File: config.mk
export PLATFORM = sky130hd
export DESIGN_NAME = xor_parity_accumulator
export DESIGN_NICKNAME = d
export VERILOG_FILES = /design/src/rtl/xor_pkg.sv /design/src/rtl/xor_reduce.sv /design/src/rtl/xor_parity_accumulator.sv
export SDC_FILE = /design/constraint.sdc
export NUM_CORES = 1
export LEC_CHECK = 0
export CAP_MARGIN = 20
export CORE_MARGIN = 5
export CORE_UTILIZATION = 40
export CTS_CLUSTER_DIAMETER = 120
export CTS_CLUSTER_SIZE = 8
export DETAILED_ROUTE_END_ITERATION = 7
export PLACE_DENSITY_LB_ADDON = 0.1
export SYNTH_ARGS = -nofsm -noshare
export SYNTH_HDL_FRONTEND = slang
export SYNTH_SLANG_ARGS = --single-unit
File: constraint.sdc
create_clock -name clk -period 2.2 [get_ports clk]
set_input_delay 0.33 -clock clk [delete_from_list [all_inputs] [get_ports clk]]
set_output_delay 0.33 -clock clk [all_outputs]
set_load 0.02 [all_outputs]
File: src/rtl/xor_pkg.sv
// Shared types, constants and sizing helpers for the streaming XOR parity accumulator.
package xor_pkg;

  typedef enum logic [0:0] {ACCUM = 1'b0, HOLD = 1'b1} state_e;

  localparam logic [0:0] ST_ACCUM = ACCUM;
  localparam logic [0:0] ST_HOLD  = HOLD;

  localparam logic PARITY_EVEN = 1'b0;
  localparam logic PARITY_ODD  = 1'b1;

  // Bits needed to hold a beat count from 0 up to and including max_count.
  function automatic int count_width(input int max_count);
    return (max_count < 1) ? 1 : $clog2(max_count + 1);
  endfunction

endpackage

File: src/rtl/xor_reduce.sv
// Combinational XOR-reduction of a WIDTH-bit vector; the parametrised form of a multi-input XOR gate.
module xor_reduce #(
  parameter int WIDTH = 4
) (
  input  logic [WIDTH-1:0] vec,
  output logic             parity
);

  assign parity = ^vec;

endmodule

File: src/rtl/xor_parity_accumulator.sv
// Streams WIDTH-bit beats over valid/ready, XOR-accumulates each lane across a frame and
// presents per-lane column parity, overall parity, beat count and early-close flag per frame.
module xor_parity_accumulator
  import xor_pkg::*;
#(
  parameter int WIDTH      = 4,
  parameter int FRAME_LEN  = 8,
  parameter int ODD_PARITY = 0
) (
  input  logic                                clk,
  input  logic                                rst_n,
  input  logic                                in_valid,
  output logic                                in_ready,
  input  logic [WIDTH-1:0]                    in_data,
  input  logic                                in_last,
  output logic                                out_valid,
  input  logic                                out_ready,
  output logic [WIDTH-1:0]                    out_lane_parity,
  output logic                                out_parity,
  output logic [count_width(FRAME_LEN)-1:0]   out_count,
  output logic                                out_early,
  output logic [0:0]                          dbg_state
);

  localparam int            CW         = count_width(FRAME_LEN);
  localparam logic [CW-1:0] LAST_COUNT = CW'(FRAME_LEN);
  localparam logic          PAR_SENSE  = (ODD_PARITY != 0) ? PARITY_ODD : PARITY_EVEN;

  // Handshake: a beat moves when in_valid && in_ready; a result moves when
  // out_valid && out_ready. in_ready opens as soon as the held result is being taken.
  logic [0:0]       state;
  logic [WIDTH-1:0] acc;
  logic [CW-1:0]    cnt;
  logic             in_fire;
  logic             out_fire;
  logic             closing;
  logic [WIDTH-1:0] acc_next;
  logic [CW-1:0]    cnt_next;
  logic             lane_xor;

  assign out_valid = (state == ST_HOLD);
  assign in_ready  = !out_valid || out_ready;
  assign in_fire   = in_valid && in_ready;
  assign out_fire  = out_valid && out_ready;
  assign acc_next  = acc ^ in_data;
  assign cnt_next  = cnt + CW'(1);
  assign closing   = in_fire && (in_last || (cnt_next == LAST_COUNT));
  assign dbg_state = state;

  xor_reduce #(.WIDTH(WIDTH)) u_reduce (
    .vec    (acc_next),
    .parity (lane_xor)
  );

  // acc/cnt are zero while a result is held, so a beat taken on the accept
  // cycle naturally starts the next frame from in_data with a count of one.
  always_ff @(posedge clk or negedge rst_n) begin
    if (!rst_n) begin
      state           <= ST_ACCUM;
      acc             <= '0;
      cnt             <= '0;
      out_lane_parity <= '0;
      out_parity      <= 1'b0;
      out_count       <= '0;
      out_early       <= 1'b0;
    end else if (closing) begin
      state           <= ST_HOLD;
      acc             <= '0;
      cnt             <= '0;
      out_lane_parity <= acc_next;
      out_parity      <= lane_xor ^ PAR_SENSE;
      out_count       <= cnt_next;
      out_early       <= in_last && (cnt_next < LAST_COUNT);
    end else begin
      if (out_fire) begin
        state <= ST_ACCUM;
      end
      if (in_fire) begin
        acc <= acc_next;
        cnt <= cnt_next;
      end
    end
  end

endmodule

==> results of run 1 <==
==> layout make-up <==
type	count	area (um^2)
Multi-Input combinational cell	64	509
Tap cell	30	37.5
Fill cell	229	1160
Clock inverter	1	5.00
Timing Repair Buffer	24	233
Clock buffer	3	22.5
Sequential cell	19	475
Inverter	4	15.0
==> cells in the final DEF, fill, tap and decap left out, types with 2 or more instances in the layout <==
cell	count
clkdlybuf4s50_1	21
dfrtp_1	19
o31ai_1	6
o21ai_0	6
nand2_1	5
mux2_4	4
xnor2_1	4
a21oi_1	4
nor2_1	4
nor3b_1	4
a22o_1	4
inv_1	4
nand3_1	3
mux2i_1	3
clkbuf_4	3
buf_4	3
xor2_1	2
==> synth_stat cells (all sizes together) (2+ instances only) <==
| library cell | instances | area, um^2 |
|---|---|---|
| dfrtp | 19 | 475 |
| o21ai | 7 | 46.3 |
| o31ai | 6 | 45.0 |
| a21oi | 5 | 36.3 |
| nand2 | 5 | 18.8 |
| a22o | 4 | 35.0 |
| inv | 4 | 15.0 |
| mux2 | 4 | 60.1 |
| nor2 | 4 | 15.0 |
| nor3b | 4 | 30.0 |
| xnor2 | 4 | 35.0 |
| buf | 3 | 17.5 |
| mux2i | 3 | 30.0 |
| nand3 | 3 | 15.0 |
| clkbuf | 2 | 7.51 |
| xor2 | 2 | 17.5 |
==> worst max path at each step <==
stage	end	slack (ns)	cells after the start
after floorplan	out_count[1]$_DFFE_PN0P_	0.61	5
after global placement	in_ready	0.34	3
after detailed placement	cnt[3]$_DFFE_PN0P_	0.30	5
after CTS	in_ready	0.32	3
after global routing	out_parity$_DFFE_PN0P_	0.26	5
final	in_ready	0.33	3
==> power by group through the flow <==
| stage | registers (mW) | logic, mW | clock network, mW |
|---|---|---|---|
| after floorplan | 0.602 | 0.236 | 0 |
| after global placement | 0.521 | 0.527 | 0 |
| after detailed placement | 0.522 | 0.529 | 0 |
| after CTS | 0.516 | 0.532 | 0.192 |
| after global routing | 0.530 | 0.560 | 0.209 |
| final | 0.516 | 0.525 | 0.183 |
==> through the flow <==
stage | area, um^2 | utilization [%] | total power [mW]
global placement | 1270 | 51.7 | 1.05
detailed placement | 1270 | 51.7 | 1.05
finish | 1300 | 52.9 | 1.23
floorplan | 1020 | - | 0.838
global route | 1300 | 52.9 | 1.30
CTS | 1300 | 52.9 | 1.24
==> kinds of logic (layout without fill, tap and decap cells) <==
| logic type | count (synthesis) | after routing | synth area share (%) |
|---|---|---|---|
| buffers and inverters | 9 | 32 | 3.91 |
| DFF | 19 | 19 | 46.4 |
| xor gates and xnor gates | 7 | 7 | 7.33 |
| adders and majority gates | 1 | 1 | 1.22 |
| and+or+nand+nor | 21 | 21 | 10.7 |
| AOI/OAI and AO/OA | 28 | 28 | 21.6 |
| muxes | 7 | 7 | 8.79 |
==> flip-flops by register name, summed over array words and instances (netlist names) <==
register / cells
acc: 4
out_lane_parity: 4
cnt: 4
out_parity: 1
out_count: 4
dbg_state: 1
out_early: 1
==> metal layers <==
metal	global-route usage (%)	up-vias	share of wire, %
li1	-	377	-
met1	16.4	370	49
met2	18.5	26	42
met3	4.26	5	7.4
met4	4.64	0	1.4
met5	0	-	0
==> implementation parameters, run 1 <==
Parameter                              Value

Worst setup path
  R2r startpoint ... cnt[0]$_DFFE_PN0P_
  Critical path buffers and inverters ... 2
  Data arrival, critical path ... 1.54 ns
  Cells along the critical path ... clkdlybuf4s50_1 -> nand2b_1 -> clkdlybuf4s50_1
  Cell class contributing the biggest share of worst-path delay ... buffers and inverters
  Biggest cell delay along the critical path ... 0.62 ns
  Worst R2R Setup Slack ... 0.38 ns
  Depth of the worst register-to-register path ... 5
  Capturing element type of the critical path ... output pin
  Category of the worst setup path launch point ... input pin
  Crit. Startpoint ... out_ready
  Max Fanout on Critical Path ... 4
  Highest-delay cell along the critical path ... clkdlybuf4s50_1
  Capture instance of the worst register-to-register path ... out_count[1]$_DFFE_PN0P_
  Category of the most critical setup path ... in -> out
  Critical path data required time ... 1.87 ns
  Critical path's most frequent cell ... clkdlybuf4s50_1

Global routing
  Overall Global Routing Usage ... 12.3%
  Antenna violations before repair ... 0
  Overall overflow remaining after global route ... 0
  Wire length of the first global-routing pass ... 3370 um
  Via count of the first global-routing pass ... 735
  Pin count of the biggest net entering global routing ... 20

CTS
  Deepest clock path buffer count ... 2
  Clock-pin slew on the worst setup and hold paths ... 0.12 ns
  Number of hold buffers added after CTS ... 0
  Number of post-CTS setup repair buffers ... 0
  Total number of H-tree levels ... 1
  Clock tree from TritonCTS ... done
  Clock Latency Late Sink ... 0.30 ns
  Post-cts resize count ... 0
  Number of buffers created by CTS ... 3
  Sink Count ... 19
  Cell at the root of the clock tree ... clkbuf_4

Die
  Core Box Area ... 0.00245 mm^2
  Standard-cell rows ... 18
  Die Area ... 0.00367 mm^2
  Top-level I/O count ... 22
  Starting Density ... 41.7%
  Die width ... 60.6 um
  Die Y-Extent ... 60.6 um

STA
  Min Tclk post-route ... 1.87 ns
  Setup Total Neg Slack ... 0 ns
  Final hold violation count ... 0
  Number of setup violations in the final report ... 0
  Final hold slack ... 0.344 ns
  Transition time of the tightest slew-check pin ... 0.424 ns
  Setup repair after global routing missed its margin ... false
  Post-route fraction of the period consumed by the critical path ... 85.1%
  PnR worst setup slack ... 0.328 ns
  Number of max-slew violations in the final report ... 0
  Worst Skew ... 0.0111 ns
  Worst-case headroom to the max-slew limit ... 71.7%
  Top achievable clock speed ... 534 MHz

Synthesis
  Count of different cell masters after synthesis ... 32
  Yosys warning total ... 0
  Post-synthesis register bit count ... 19
  Synthesized netlist net count ... 102
  Number of synthesized flops with an enable pin ... 0
  Number of cells produced by synthesis ... 92
  Synth Flop Type ... dfrtp_1
  Sequential fraction of the synthesis area ... 46.4%
  Netlist area before placement ... 0.00102 mm^2
  Mean instance size in the synthesized netlist ... 11.1 um^2
  Share of flip-flops with an asynchronous set or reset after synthesis ... 100%

Pwr
  Cell-internal power ... 802 uW
  Switching power share of the total ... 34.5%
  Power density relative to cell area ... 944 mW/mm^2
  Sequential power share ... 42.1%
  Lkg Pwr ... 0.581 nW
  Power spent charging and discharging nets ... 423 uW
  Combinational group share of total power ... 42.9%
  Clock Power Share ... 15.0%
  Peak ir drop on the vdd network ... 0.548 mV

Placed design
  Last weighted congestion value of the routability-driven placer ... 0.740
  IO Port Bufs ... 21
  Instance count after placement with tap cells included ... 141
  Placement Setup Slack ... 0.304 ns
  HPWL after detailed placement ... 1440 um

Run
  Max cap viols ... 0

Routing
  Antenna-violating nets left ... 0
  Routed wire length ... 2110 um
  Average wire length per cell after detail routing ... 14.6 um
  DR pass1 iterations ... 4
  Remaining DRCs ... 0
  DRC violation total after the first TritonRoute iteration ... 21
  Via Count ... 778
  Vias per Instance ... 5.37

Run status
  Status ... finished, final reports clean

Cells and area
  Layout cell share with drive strength beyond 1 ... 13.9%
  Total number of nets in the final design ... 126
  Area added between synthesis and finish ... 26.6%
  Ant diodes ... 0
  Non-filler instance count after layout ... 145

Hold path
  Classification of the worst-slack hold path ... in -> async
Note: power is estimated with default switching activity, not from simulation.
==> run 2, diff against run 1 <==
==> constraint.sdc (replaced) <==
create_clock -name clk -period 2.2 [get_ports clk]
set_input_delay 0.33 -clock clk [delete_from_list [all_inputs] [get_ports clk]]
set_output_delay 0.33 -clock clk [all_outputs]
set_load 0.05 [all_outputs]
==> run 2 against run 1 <==
Hold slack improved by 0.011 ns. Register-to-register slack hardly changed. Worst setup slack gained 0.052 ns. Largest power group unchanged.
==> implementation parameters, run 2 (synthesis gave the netlist of run 1 again) <==
Parameter                              Value

STA
  Top achievable clock speed ... 549 MHz
  Final hold violation count ... 0
  Worst Skew ... 0.00809 ns
  Setup Total Neg Slack ... 0 ns
  Post-route fraction of the period consumed by the critical path ... 82.8%
  Min Tclk post-route ... 1.82 ns
  PnR worst setup slack ... 0.379 ns
  Final hold slack ... 0.356 ns
  Number of max-slew violations in the final report ... 0
  Transition time of the tightest slew-check pin ... 0.505 ns
  Number of setup violations in the final report ... 0
  Worst-case headroom to the max-slew limit ... 66.3%
  Setup repair after global routing missed its margin ... false

CTS
  Sink Count ... 19
  Number of hold buffers added after CTS ... 0
  Post-cts resize count ... 0
  Clock tree from TritonCTS ... done
  Deepest clock path buffer count ... 2
  Total number of H-tree levels ... 1
  Cell at the root of the clock tree ... clkbuf_4
  Clock Latency Late Sink ... 0.30 ns
  Number of post-CTS setup repair buffers ... 0
  Clock-pin slew on the worst setup and hold paths ... 0.11 ns
  Number of buffers created by CTS ... 3

Cells and area
  Leading cell types in the layout, fill and taps excluded ... clkdlybuf4s50_1, dfrtp_1, o31ai_1, o21ai_0, nand2_1
  Ant diodes ... 0
  Total number of nets in the final design ... 127
  Layout cell share with drive strength beyond 1 ... 14.7%
  Leading cell type in the layout, fill and taps excluded ... clkdlybuf4s50_1
  Area added between synthesis and finish ... 28.2%

Pwr
  Cell-internal power ... 808 uW
  Sequential power share ... 37.1%
  Lkg Pwr ... 0.589 nW
  Power spent charging and discharging nets ... 590 uW
  Power density relative to cell area ... 1060 mW/mm^2
  Overall power after layout ... 1.40 mW
  Peak ir drop on the vdd network ... 0.657 mV
  Combinational group share of total power ... 50.3%
  Clock Power Share ... 12.6%
  Switching power share of the total ... 42.2%

Run status
  Status ... finished, final reports clean

Die
  Die width ... 60.6 um
  Die Y-Extent ... 60.6 um
  Standard-cell rows ... 18
  Top-level I/O count ... 22
  Starting Density ... 41.7%
  Core Box Area ... 0.00245 mm^2
  Die Area ... 0.00367 mm^2

Placed design
  Placement Setup Slack ... 0.248 ns
  Last weighted congestion value of the routability-driven placer ... 0.742
  HPWL after detailed placement ... 1540 um
  IO Port Bufs ... 21

Global routing
  Antenna violations before repair ... 0
  Via count of the first global-routing pass ... 769
  Overall Global Routing Usage ... 12.5%
  Pin count of the biggest net entering global routing ... 20
  Wire length of the first global-routing pass ... 3440 um
  Overall overflow remaining after global route ... 0

Routing
  Vias per Instance ... 5.24
  DRC violation total after the first TritonRoute iteration ... 19
  Average wire length per cell after detail routing ... 14.1 um
  Via Count ... 765
  Antenna-violating nets left ... 0
  DR pass1 iterations ... 4
  Routed wire length ... 2060 um
  Remaining DRCs ... 0

Worst setup path
  Critical path data required time ... 1.87 ns
  Data arrival, critical path ... 1.49 ns
  Worst R2R Setup Slack ... 0.38 ns
  Capturing element type of the critical path ... output pin
  Biggest cell delay along the critical path ... 0.82 ns
  Category of the worst setup path launch point ... flip-flop
  Highest-delay cell along the critical path ... clkdlybuf4s50_1
  Cell class contributing the biggest share of worst-path delay ... buffers and inverters
  Cells along the critical path ... clkdlybuf4s50_1
  Max Fanout on Critical Path ... 2
  Category of the most critical setup path ... reg -> out
  Critical path buffers and inverters ... 1

Hold path
  Classification of the worst-slack hold path ... in -> async

Run
  Max cap viols ... 0
run 2: cell count changes in the layout (fill, tap and decap cells not counted):
cell / before / now
buf_4: 3 / 4
buf_12: 0 / 1
clkdlybuf4s50_1: 21 / 20
clkinv_2: 1 / 0
clkbuf_1: 0 / 1
run 2: final timing paths:
kind                                                startpoint                              to  depth (start not counted)
worst max-delay path                  out_count[1]$_DFFE_PN0P_                    out_count[1]                          1
worst min-delay path                                     rst_n              cnt[3]$_DFFE_PN0P_                          2
worst max register to register              cnt[0]$_DFFE_PN0P_        out_count[1]$_DFFE_PN0P_                          5
worst min register to register  out_lane_parity[1]$_DFFE_PN0P_  out_lane_parity[1]$_DFFE_PN0P_                          2
max in group asynchronous                                rst_n  out_lane_parity[0]$_DFFE_PN0P_                          2
min in group clk                out_lane_parity[1]$_DFFE_PN0P_  out_lane_parity[1]$_DFFE_PN0P_                          2
run 2: layout make-up:
cell class / instances / area [um^2]
tap: 30 / 37.5
sequential: 19 / 475
clock buffer: 4 / 26.3
multi-input combinational: 64 / 509
fill: 233 / 1140
inverter: 4 / 15.0
timing repair buffer: 25 / 250
run 2: power groups by stage:
stage                     clock (mW)  sequential, mW  combinational [mW]
after floorplan                    0           0.764               0.243
after global placement             0           0.523               0.704
after detailed placement           0           0.527               0.708
after CTS                      0.185           0.519               0.712
after global routing           0.204           0.533               0.748
final                          0.176           0.519               0.704
run 2: per-stage QoR:
step	instances	util (%)	cell area, um^2
finish	146	53.5	1310
CTS	146	53.5	1310
global route	146	53.5	1310
detailed placement	142	52.4	1290
floorplan	92	-	1020
global placement	142	52.4	1290
run 2: layer usage:
| layer | vias to the layer above | wire (um) | track usage, % | share of wire [%] |
|---|---|---|---|---|
| li1 | 381 | - | - | - |
| met1 | 364 | 1020 | 17.4 | 49 |
| met2 | 18 | 906 | 19.1 | 44 |
| met3 | 2 | 121 | 4.47 | 5.9 |
| met4 | 0 | 15 | 1.86 | 0.73 |
| met5 | - | 0 | 0 | 0 |
==> run 3, diff against run 2 <==
==> constraint.sdc (replaced) <==
create_clock -name clk -period 1.7 [get_ports clk]
set_input_delay 0.255 -clock clk [delete_from_list [all_inputs] [get_ports clk]]
set_output_delay 0.255 -clock clk [all_outputs]
set_load 0.05 [all_outputs]
==> run 3 against run 2 <==
Die area unchanged. Hold slack worse by 0.074 ns. Via count increased by 6.3%. Global-route usage is 0.094 points higher. Critical path depth grew 4. Non-clock buffer count up 13. First-iteration DRC count down 32%. Count of clock-buffer cells in the layout did not move. Clock skew decreased by 0.0023 ns. Register-to-register slack got worse by 0.28 ns. Routed wire length is 1.8% higher. Final cell count up 8.9%. Critical path type is now reg -> reg. Critical endpoint is now out_parity$_DFFE_PN0P_. Highest routed layer unchanged.
==> implementation parameters, run 3 (synthesis gave the netlist of run 1 again) <==
Parameter                              Value

Routing
  Antenna-violating nets left ... 0
  DRC violation total after the first TritonRoute iteration ... 13
  Routed wire length ... 2100 um
  Average wire length per cell after detail routing ... 13.2 um
  Remaining DRCs ... 0
  DR pass1 iterations ... 4
  Vias per Instance ... 5.11
  Via Count ... 813

Die
  Die Area ... 0.00367 mm^2
  Top-level I/O count ... 22
  Die width ... 60.6 um
  Core Box Area ... 0.00245 mm^2
  Standard-cell rows ... 18
  Starting Density ... 41.7%
  Die Y-Extent ... 60.6 um

CTS
  Number of buffers created by CTS ... 3
  Clock tree from TritonCTS ... done
  Clock-pin slew on the worst setup and hold paths ... 0.11 ns
  Number of hold buffers added after CTS ... 0
  Clock Latency Late Sink ... 0.29 ns
  Cell at the root of the clock tree ... clkbuf_4
  Deepest clock path buffer count ... 2
  Total number of H-tree levels ... 1
  Sink Count ... 19

Pwr
  Combinational group share of total power ... 50.1%
  Cell-internal power ... 1.04 mW
  Peak ir drop on the vdd network ... 0.809 mV
  Power density relative to cell area ... 1300 mW/mm^2
  Switching power share of the total ... 42.3%
  Clock Power Share ... 12.5%
  Lkg Pwr ... 0.660 nW
  Overall power after layout ... 1.80 mW
  Power spent charging and discharging nets ... 763 uW
  Sequential power share ... 37.4%

Worst setup path
  Capturing element type of the critical path ... flip-flop
  Worst R2R Setup Slack ... 0.10 ns
  Cell class contributing the biggest share of worst-path delay ... flip-flops
  Biggest cell delay along the critical path ... 0.47 ns
  Category of the most critical setup path ... reg -> reg
  Cells along the critical path ... ha_1 -> nand2_1 -> a21oi_4 -> o21ai_4 -> mux2_4
  Max Fanout on Critical Path ... 7
  Critical path data required time ... 1.88 ns
  Category of the worst setup path launch point ... flip-flop
  Highest-delay cell along the critical path ... dfrtp_2
  Data arrival, critical path ... 1.78 ns
  Critical path buffers and inverters ... 0

STA
  Number of max-slew violations in the final report ... 0
  Top achievable clock speed ... 627 MHz
  Transition time of the tightest slew-check pin ... 0.283 ns
  Setup repair after global routing missed its margin ... false
  PnR worst setup slack ... 0.104 ns
  Min Tclk post-route ... 1.60 ns
  Worst-case headroom to the max-slew limit ... 81.1%
  Final hold violation count ... 0
  Worst Skew ... 0.00576 ns
  Number of setup violations in the final report ... 0
  Post-route fraction of the period consumed by the critical path ... 93.9%

Cells and area
  Area added between synthesis and finish ... 35.3%
  Leading cell types in the layout, fill and taps excluded ... buf_4, dfrtp_1, clkdlybuf4s50_1, o31ai_1, o21ai_0
  Total number of nets in the final design ... 140
  Leading cell type in the layout, fill and taps excluded ... buf_4
  Register cell area after layout ... 478 um^2
  Ant diodes ... 0
  Layout cell share with drive strength beyond 1 ... 34.9%
  Area of combinational cells with multiple inputs ... 512 um^2
  Number of fill cells in the layout ... 216

Global routing
  Wire length of the first global-routing pass ... 3490 um
  Pin count of the biggest net entering global routing ... 20
  Overall Global Routing Usage ... 12.5%
  Overall overflow remaining after global route ... 0
  Via count of the first global-routing pass ... 784
  Antenna violations before repair ... 0

Placed design
  Placement Setup Slack ... -0.0669 ns
  Last weighted congestion value of the routability-driven placer ... 0.805
  IO Port Bufs ... 21
  HPWL after detailed placement ... 1610 um

Run
  Max cap viols ... 0

Run status
  Status ... finished, final reports clean

Hold path
  Classification of the worst-slack hold path ... in -> async
[run 3: final timing paths]
check                                                 to  depth (start not counted)                     start
worst min register to register  out_count[0]$_DFFE_PN0P_                          2  out_count[0]$_DFFE_PN0P_
max in group asynchronous             cnt[0]$_DFFE_PN0P_                          2                     rst_n
worst max-delay path              out_parity$_DFFE_PN0P_                          5        cnt[0]$_DFFE_PN0P_
min in group clk                out_count[0]$_DFFE_PN0P_                          2  out_count[0]$_DFFE_PN0P_
worst min-delay path                  cnt[2]$_DFFE_PN0P_                          2                     rst_n
worst max register to register    out_parity$_DFFE_PN0P_                          5        cnt[0]$_DFFE_PN0P_
[run 3: worst reg2reg max path: cells and delay by family, from the launching register on]
| kind | cells | cell delay, ns |
|---|---|---|
| AOI/OAI and AO/OA | 2 | 0.36 |
| DFF | 1 | 0.47 |
| and+or+nand+nor | 1 | 0.10 |
| adders and majority gates | 1 | 0.23 |
| muxes | 1 | 0.33 |
[run 3: final cells by class]
class	instances	share of cell area (%)
clock buffers	4	1.90
inverters	4	1.08
multi-input cells	64	36.9
flip-flops and latches	19	34.5
well taps	30	2.71
repair buffers	38	22.9
[run 3: per-stage QoR]
step / util [%] / instances / TNS, ns / instance area, um^2 / hold slack, ns
finish: 56.5 / 159 / 0 / 1390 / 0.281
floorplan: - / 92 / 0 / 1030 / -0.0406
CTS: 56.1 / 158 / 0 / 1380 / 0.289
detailed placement: 55.0 / 154 / -0.0669 / 1350 / 0.506
global route: 56.5 / 159 / 0 / 1390 / 0.308
global placement: 55.0 / 154 / -0.0420 / 1350 / 0.498
[run 3: metal layers]
metal	track usage, %	wire, um	vias to the layer above
met5	0	0	-
met4	1.86	12	0
met3	4.04	144	2
met2	19.5	920	18
met1	17.5	1020	388
li1	-	-	405
[run 3: timing repair]
action | 4_1_cts | 5_1_grt
setup endpoints to repair | 0 | 1
buffers inserted | 0 | 1
gates resized for setup | 0 | 1
[run 3: power by group through the flow]
stage	Sequential (mW)	Combinational, mW	Clock (mW)
3_5_place_dp	0.683	0.910	0
2_1_floorplan	0.989	0.315	0
6_report	0.675	0.904	0.225
3_3_place_gp	0.676	0.905	0
5_1_grt	0.697	0.966	0.248
4_1_cts	0.675	0.913	0.235
